## src/rtl/seq_detect_scheduler.sv

```systemverilog
// Round-robin shares one overlapping 1011 detector among NUM_CH frame requesters.
// Latency: accept at cycle 0, rsp_valid at cycle FRAME_W+1; min FRAME_W+2 cycles/frame.
// Backpressure: req_ready only in IDLE; RESP holds result stable until rsp_ready.
module seq_detect_scheduler #(
    parameter int NUM_CH  = 4,
    parameter int FRAME_W = 16,
    parameter int CH_W    = 2,
    parameter int CNT_W   = 5
) (
    input  logic                      clk,
    input  logic                      reset,
    input  logic [NUM_CH-1:0]         req_valid,
    input  logic [NUM_CH*FRAME_W-1:0] req_data,
    output logic [NUM_CH-1:0]         req_ready,
    output logic                      rsp_valid,
    input  logic                      rsp_ready,
    output logic [CH_W-1:0]           rsp_ch,
    output logic [CNT_W-1:0]          rsp_count,
    output logic                      rsp_hit,
    output logic                      busy
);

    localparam int BIT_W = (FRAME_W > 1) ? $clog2(FRAME_W) : 1;

    typedef enum logic [1:0] {IDLE, SHIFT, RESP} state_t;
    typedef enum logic [1:0] {D_S0, D_S1, D_S10, D_S101} det_t;

    state_t             state, state_nxt;
    det_t               det, det_nxt;
    logic               match;
    logic [FRAME_W-1:0] shift_reg;
    logic [BIT_W-1:0]   bit_cnt;
    logic [CNT_W-1:0]   count;
    logic [CH_W-1:0]    ch;
    logic [CH_W-1:0]    last_grant;
    logic [CH_W-1:0]    grant_idx;
    logic [CH_W-1:0]    scan;
    logic               grant_found;
    logic [FRAME_W-1:0] grant_data;
    logic               cur_bit;

    // Search starts one past the last served channel, wrapping modulo NUM_CH.
    always_comb begin
        grant_idx   = '0;
        grant_found = 1'b0;
        scan        = '0;
        for (int i = 1; i <= NUM_CH; i++) begin
            scan = CH_W'((int'(last_grant) + i) % NUM_CH);
            if (!grant_found && req_valid[scan]) begin
                grant_found = 1'b1;
                grant_idx   = scan;
            end
        end
    end

    always_comb begin
        grant_data = '0;
        for (int i = 0; i < NUM_CH; i++) begin
            if (grant_idx == CH_W'(i)) begin
                grant_data = req_data[i*FRAME_W +: FRAME_W];
            end
        end
    end

    assign cur_bit = shift_reg[FRAME_W-1];

    always_comb begin
        state_nxt = state;
        det_nxt   = det;
        match     = 1'b0;
        case (state)
            IDLE:    if (grant_found) state_nxt = SHIFT;
            SHIFT:   if (bit_cnt == '0) state_nxt = RESP;
            RESP:    if (rsp_ready) state_nxt = IDLE;
            default: state_nxt = IDLE;
        endcase
        case (det)
            D_S0:   det_nxt = cur_bit ? D_S1 : D_S0;
            D_S1:   det_nxt = cur_bit ? D_S1 : D_S10;
            D_S10:  det_nxt = cur_bit ? D_S101 : D_S0;
            D_S101: begin
                if (cur_bit) begin
                    match   = 1'b1;
                    det_nxt = D_S1;
                end else begin
                    det_nxt = D_S10;
                end
            end
            default: det_nxt = D_S0;
        endcase
    end

    always_ff @(posedge clk) begin
        if (!reset) begin
            state      <= IDLE;
            det        <= D_S0;
            shift_reg  <= '0;
            bit_cnt    <= '0;
            count      <= '0;
            ch         <= '0;
            last_grant <= CH_W'(NUM_CH - 1);
        end else begin
            state <= state_nxt;
            case (state)
                IDLE: begin
                    if (grant_found) begin
                        shift_reg <= grant_data;
                        ch        <= grant_idx;
                        count     <= '0;
                        det       <= D_S0;
                        bit_cnt   <= BIT_W'(FRAME_W - 1);
                    end
                end
                SHIFT: begin
                    shift_reg <= shift_reg << 1;
                    det       <= det_nxt;
                    if (match && count != '1) count <= count + CNT_W'(1);
                    if (bit_cnt != '0) bit_cnt <= bit_cnt - BIT_W'(1);
                end
                RESP: begin
                    if (rsp_ready) last_grant <= ch;
                end
                default: ;
            endcase
        end
    end

    // Gated by reset so every output reads zero while reset is held.
    always_comb begin
        req_ready = '0;
        if (reset && state == IDLE && grant_found) begin
            req_ready = NUM_CH'(1) << grant_idx;
        end
    end

    assign rsp_valid = (state == RESP);
    assign rsp_ch    = ch;
    assign rsp_count = count;
    assign rsp_hit   = (count != '0);
    assign busy      = (state != IDLE);

endmodule

```

## config.mk

```make
export PLATFORM = sky130hd
export DESIGN_NAME = seq_detect_scheduler
export DESIGN_NICKNAME = d
export VERILOG_FILES = /design/src/rtl/seq_detect_scheduler.sv
export SDC_FILE = /design/constraint.sdc
export NUM_CORES = 1
export LEC_CHECK = 0
export ABC_AREA = 1
export CORE_MARGIN = 4
export CORE_UTILIZATION = 42
export CTS_BUF_LIST = sky130_fd_sc_hd__clkbuf_16
export CTS_CLUSTER_DIAMETER = 50
export DETAILED_ROUTE_END_ITERATION = 10
export PLACE_DENSITY_LB_ADDON = 0.05
export RECOVER_POWER = 50
export SLEW_MARGIN = 20
export SYNTH_ARGS = -nofsm -noshare
export SYNTH_HDL_FRONTEND = slang
export SYNTH_SLANG_ARGS = --single-unit
export TNS_END_PERCENT = 50
```

## constraint.sdc

```tcl
create_clock -name clk -period 1.9 [get_ports clk]
set_input_delay 0.475 -clock clk [delete_from_list [all_inputs] [get_ports clk]]
set_output_delay 0.475 -clock clk [all_outputs]
set_load 0.01 [all_outputs]
```

== Word-level counts from Yosys, hierarchy flattened ==
Index checks and enable logic that the tools add are counted.

* Memory bits (writable): 0
* Register bits after elaboration: 33
* Memory bits (read-only): 0
* Memories kept: 0
* Logic and storage cells: 97
* Bits in latches: 0

* Add/subtract/negate cells: 6
* Muxes and demuxes: 41
* Multipliers: 0
* Equal/unequal tests: 14
* Bitwise gates (word level): 0
* Div/mod/pow operators: 0
* $lt $le $gt $ge: 4
* Shifts and indexed selects: 1
* Reductions and logical operators: 24

{| class="wikitable"
|+ Operator list
! operator !! count
|-
| two-way mux 16 bit || 5
|-
| one-hot mux 16 bit (2 select lines) || 1
|-
| two-way mux 2 bit || 10
|-
| less-than comparator 2 x 3 -> 1 bit, second input constant || 4
|-
| two-way mux 4 bit || 3
|-
| one-hot mux 2 bit (3 select lines) || 2
|-
| two-way mux 1 bit || 11
|-
| equality test 2 bit, second input constant || 5
|-
| two-way mux 5 bit || 2
|-
| one-hot mux 5 bit (2 select lines) || 1
|-
| AND reduction 3 bit || 3
|-
| binary-select mux 1 bit (select 2 bit) || 4
|-
| != test 2 bit, second input constant || 4
|-
| one-hot mux 4 bit (2 select lines) || 1
|-
| equality test 2 x 1 -> 1 bit, second input constant || 3
|-
| logical AND 1 bit || 6
|-
| logical NOT 2 bit || 3
|-
| AND reduction 2 bit || 3
|-
| adder 5 x 1 -> 5 bit, second input constant || 1
|-
| != test 5 bit, second input constant || 1
|-
| nonzero test 5 bit || 1
|-
| adder 2 x 1 -> 2 bit, second input constant || 2
|-
| adder 2 bit, second input constant || 2
|-
| logical NOT 4 bit || 1
|-
| other kinds (8) || 11
|}

== Logic depth before layout (Yosys ltp) ==
* Word-level depth: 20
* Depth in mapped cells: 17
* Depth with buffers taken out: 17

== Least setup slack after synthesis ==
No wires, ideal clock.

* Kind: register to output
* Start: reg last_grant[0]
* End: out req_ready[0]
* Data arrival time: 1706 ps
* Required time: 1425 ps
* Setup slack: -281 ps
* Cell stages (with the launch flop): 16
* Path through: dfxtp_1 buf_6 nand2_1 nand2_1 nand2_2 nand2_2 nor2_4 nand2_2 nor2_1 nand2_1 nand3_1 inv_2 nand2_4 inv_2 nand2_1 nor3_1

* Longest elaborated chain between the ends: 15
* Elaborated cells on any way between the ends: 29
* Classes of those cells: 4 x add/sub; 1 x shift; 17 x mux; 7 x reduce/logical

{| class="wikitable"
|+ RTL lines
! what !! line !! source
|-
| start, declared || 35 || <nowiki>logic [CH_W-1:0] last_grant;</nowiki>
|-
| start signal, assigned || 101 || <nowiki>last_grant <= CH_W'(NUM_CH - 1);</nowiki>
|-
| start signal, assigned || 121 || <nowiki>if (rsp_ready) last_grant <= ch;</nowiki>
|-
| adder 2 x 1 -> 2 bit || 48 || <nowiki>scan = CH_W'((int'(last_grant) + i) % NUM_CH);</nowiki>
|-
| binary-select mux 1 bit (select 2 bit) || 49 || <nowiki>if (!grant_found && req_valid[scan]) begin</nowiki>
|-
| two-way mux 1 bit (implied by the code) || 49 ||
|-
| two-way mux 1 bit || 49 ||
|-
| logical NOT 1 bit || 49 ||
|-
| logical AND 1 bit || 49 ||
|-
| two-way mux 1 bit || 49 ||
|-
| logical NOT 1 bit || 49 ||
|-
| logical AND 1 bit || 49 ||
|-
| two-way mux 1 bit || 49 ||
|-
| logical NOT 1 bit || 49 ||
|-
| logical AND 1 bit || 49 ||
|-
| two-way mux 2 bit or two-way mux 1 bit (tied branches) || 49 ||
|-
| left shift 1 x 2 -> 4 bit or logical AND 1 bit (tied branches) || 132, 131 ||
|-
| two-way mux 4 bit (*) || 131 || <nowiki>if (reset && state == IDLE && grant_found) begin</nowiki>
|-
| end, declared || 14 || <nowiki>output logic [NUM_CH-1:0] req_ready,</nowiki>
|}

Every way passes the cells marked *; elsewhere a longest branch is shown, timed or not. The select of a mux whose other input is x is not followed.

== Worst setup path after layout ==
* Start: reg last_grant[0]
* End: out req_ready[1]

The elaborated chain is that of the path after synthesis.

==> out/qor.yml <==
die_height_um: 86.05
r2r.worst_path.cells: 21
remaining_drc_errors: 0
cts_buffers: 5
synth_area_per_cell_um2: 5.937
num_io_pins: 85
power.leakage_uw: 0.001994
p_clk_frac: 0.116
drv_slew: 0
p_sw_frac: 0.4639
dr.pass1.iters: 4
finalSetupViolCount: 33
wl_per_cell_um: 13.27
worstMarginPinSlew_ns: 0.3219
crit_path_start_kind: "flip-flop"
clk_pin_slew_worst_paths_ns: 0.05
drive_above_1_share: 0.2806
min_period_ns: 2.467
fin_ws_ns: -0.5673
internal_power_uw: 3480
cts_root_buf: "clkbuf_16"
antenna_found_initial: 0
ant_nets: 0
clk_latency_ns: 0.27
vdd_ir_drop_max_mv: 0.7242
async_flop_share: 0
first_iter_violations: 133
violations: "negative setup slack"
cp-end-kind: "output port"
grt_overflow: 0
r2r_start: "last_grant[0]"
ctsHoldBuffers: 0
area_growth_pct: 70.51
largest_reg_flops: 16
gp_congestion: 0.8349
setup_tns_ns: -9.080
syn_inst: 431
die_w_um: 86.05
grt_pass1_vias: 3043
worstPathRequired_ns: 1.42
synth_ff_type: "dfxtp_1"
drv_cap: 0
post-synth-top-area-cell: "dfxtp_1"
ys_warn_count: 0
rsz0062_at_grt: "true"
routed_wirelength_um: 8373
arrival_ns: 1.99
post_drt_via_cell_ratio: 4.992
place_ws_ns: -1.174
r2r_setup_slack_ns: -0.40
port_buffers: 84
yosysUniqueCellTypes: 30
power_density_nw_per_um2: 1488
ctsHtreeMaxLevel: 2
finalCritPeriodShare: 1.299
synth_edf_count: 0
crit_type: "reg2out"
start_util: 0.4322
hold_class: "reg2reg"
clock-sinks: 33
cp_max_fo: 5
synthTopCellsByArea: "dfxtp_1, nand2_1, nand3_1"
placed_area_um2: 3749
die_area_um2: 7405
whs_path_depth: 2
nNetsFinal: 630
coreArea_um2: 5921
ys_seq_area_frac: 0.2582
vias: 3150
netlist.area_leader.share: 0.2582
cts_tree: "built"
critPathLaunch: "last_grant[0]"
outcome: "finished with violations"
grt_pass1_wl_um: 13290
clock_skew_ns: 0.005089
p_sw_uw: 3011
rows: 28
fmax_mhz: 405.3
stdcell_area_um2: 4363
antenna_cells: 0
hpwl_um: 5884
seqPwrFrac: 0.175
syn_area_um2: 2559
synth_fp_nets: 506
synth-seq-cells: 33
grt_max_degree: 27
min-delay-start: "shift_reg[0]"
hold_viol_final: 0
p_comb_frac: 0.709
cts_buffer_depth: 2
grtUsageTotal: 0.2213
maxSlewHeadroom: 0.7831
metrics by stage:
step	hold slack, ns	power (µW)	cells	utilization
3_3_place_gp	0.4538	4741	608	0.6331
3_5_place_dp	0.4585	4794	608	0.6331
5_1_grt	0.4876	7027	631	0.7369
4_1_cts	0.4667	6066	625	0.7012
2_1_floorplan	0.4433	3578	431	-
6_report	0.4693	6491	631	0.7369
final cells by class:
type                    instances  area [µm²]
clock buffers                   5       125.1
clock inverters                 3       12.51
fillers                       474        1558
inverters                      54       219.0
multi-input cells             326        1889
flip-flops and latches         33       670.6
well taps                      75       93.84
repair buffers                135        1353
cells by family after synthesis:
kind of cell / synth area share
DFF: 0.2582
xor gates and xnor gates: 0.003424
buffers and inverters: 0.1276
AOI/OAI and AO/OA: 0.1183
and+or+nand+nor: 0.4729
adders and majority gates: 0.01956
worst paths after layout:
kind                  endpoint
hold / removal    shift_reg[0]
setup / recovery  req_ready[1]
setup reg to reg  shift_reg[4]
hold reg to reg   shift_reg[0]
synthesized netlist by cell type (6+ instances only):
library cell,count
a21oi_2,8
nand2_2,8
nand2_1,154
nand3_1,59
nor3_1,6
inv_1,47
dfxtp_1,33
nor2_1,27
buf_2,6
o21ai_1,6
nand4_1,9
a21oi_1,20
worst max-delay path, cell delays in order, from the launching register on:
cell     delay [ns]
dfxtp_4        0.41
buf_12         0.14
nand2_4        0.05
nand2_4        0.07
nand2_4        0.06
nand2_4        0.08
nor2_4         0.04
nand2_2        0.06
nor2_1         0.04
nand2_1        0.07
nand3_2        0.06
inv_2          0.09
nand2_4        0.06
inv_4          0.07
nand2_8        0.08
nor3_4         0.18
buf_2          0.15
power by group through the flow:
stage                     Combinational [µW]  Sequential, µW  Clock, µW
after floorplan                         2460            1120          0
after global placement                  3620            1120          0
after detailed placement                3670            1130          0
after CTS                               4180            1130        759
after global routing                    5070            1170        786
final                                   4600            1130        755
repair_timing:
action | CTS | global route
buffers inserted | 9 | 7
gates cloned | 1 | 1
setup endpoints to repair | 35 | 33
pin swaps | 18 | 28
resized for setup | 73 | 49
cell usage in the layout, fill, tap and decap left out, types with 9 or more instances in the layout:
master,n
a21oi_1,15
clkdlybuf4s50_1,71
a21oi_2,13
nand2_2,24
dfxtp_1,29
nor2_1,25
nand3_1,49
nand2_4,12
inv_1,45
nand4_1,9
nand3_2,10
buf_4,34
nand2_1,124
routing by layer:
metal / track usage / routed length (µm) / share of wire / vias to the layer above
met2: 0.4064 / 4250 / 0.51 / 82
met1: 0.2563 / 3504 / 0.42 / 1424
li1: - / - / - / 1622
met3: 0.04035 / 369 / 0.044 / 22
met4: 0.07194 / 248 / 0.030 / 0
met5: 0 / 0 / 0 / -
(Power assumes the default switching activity.)
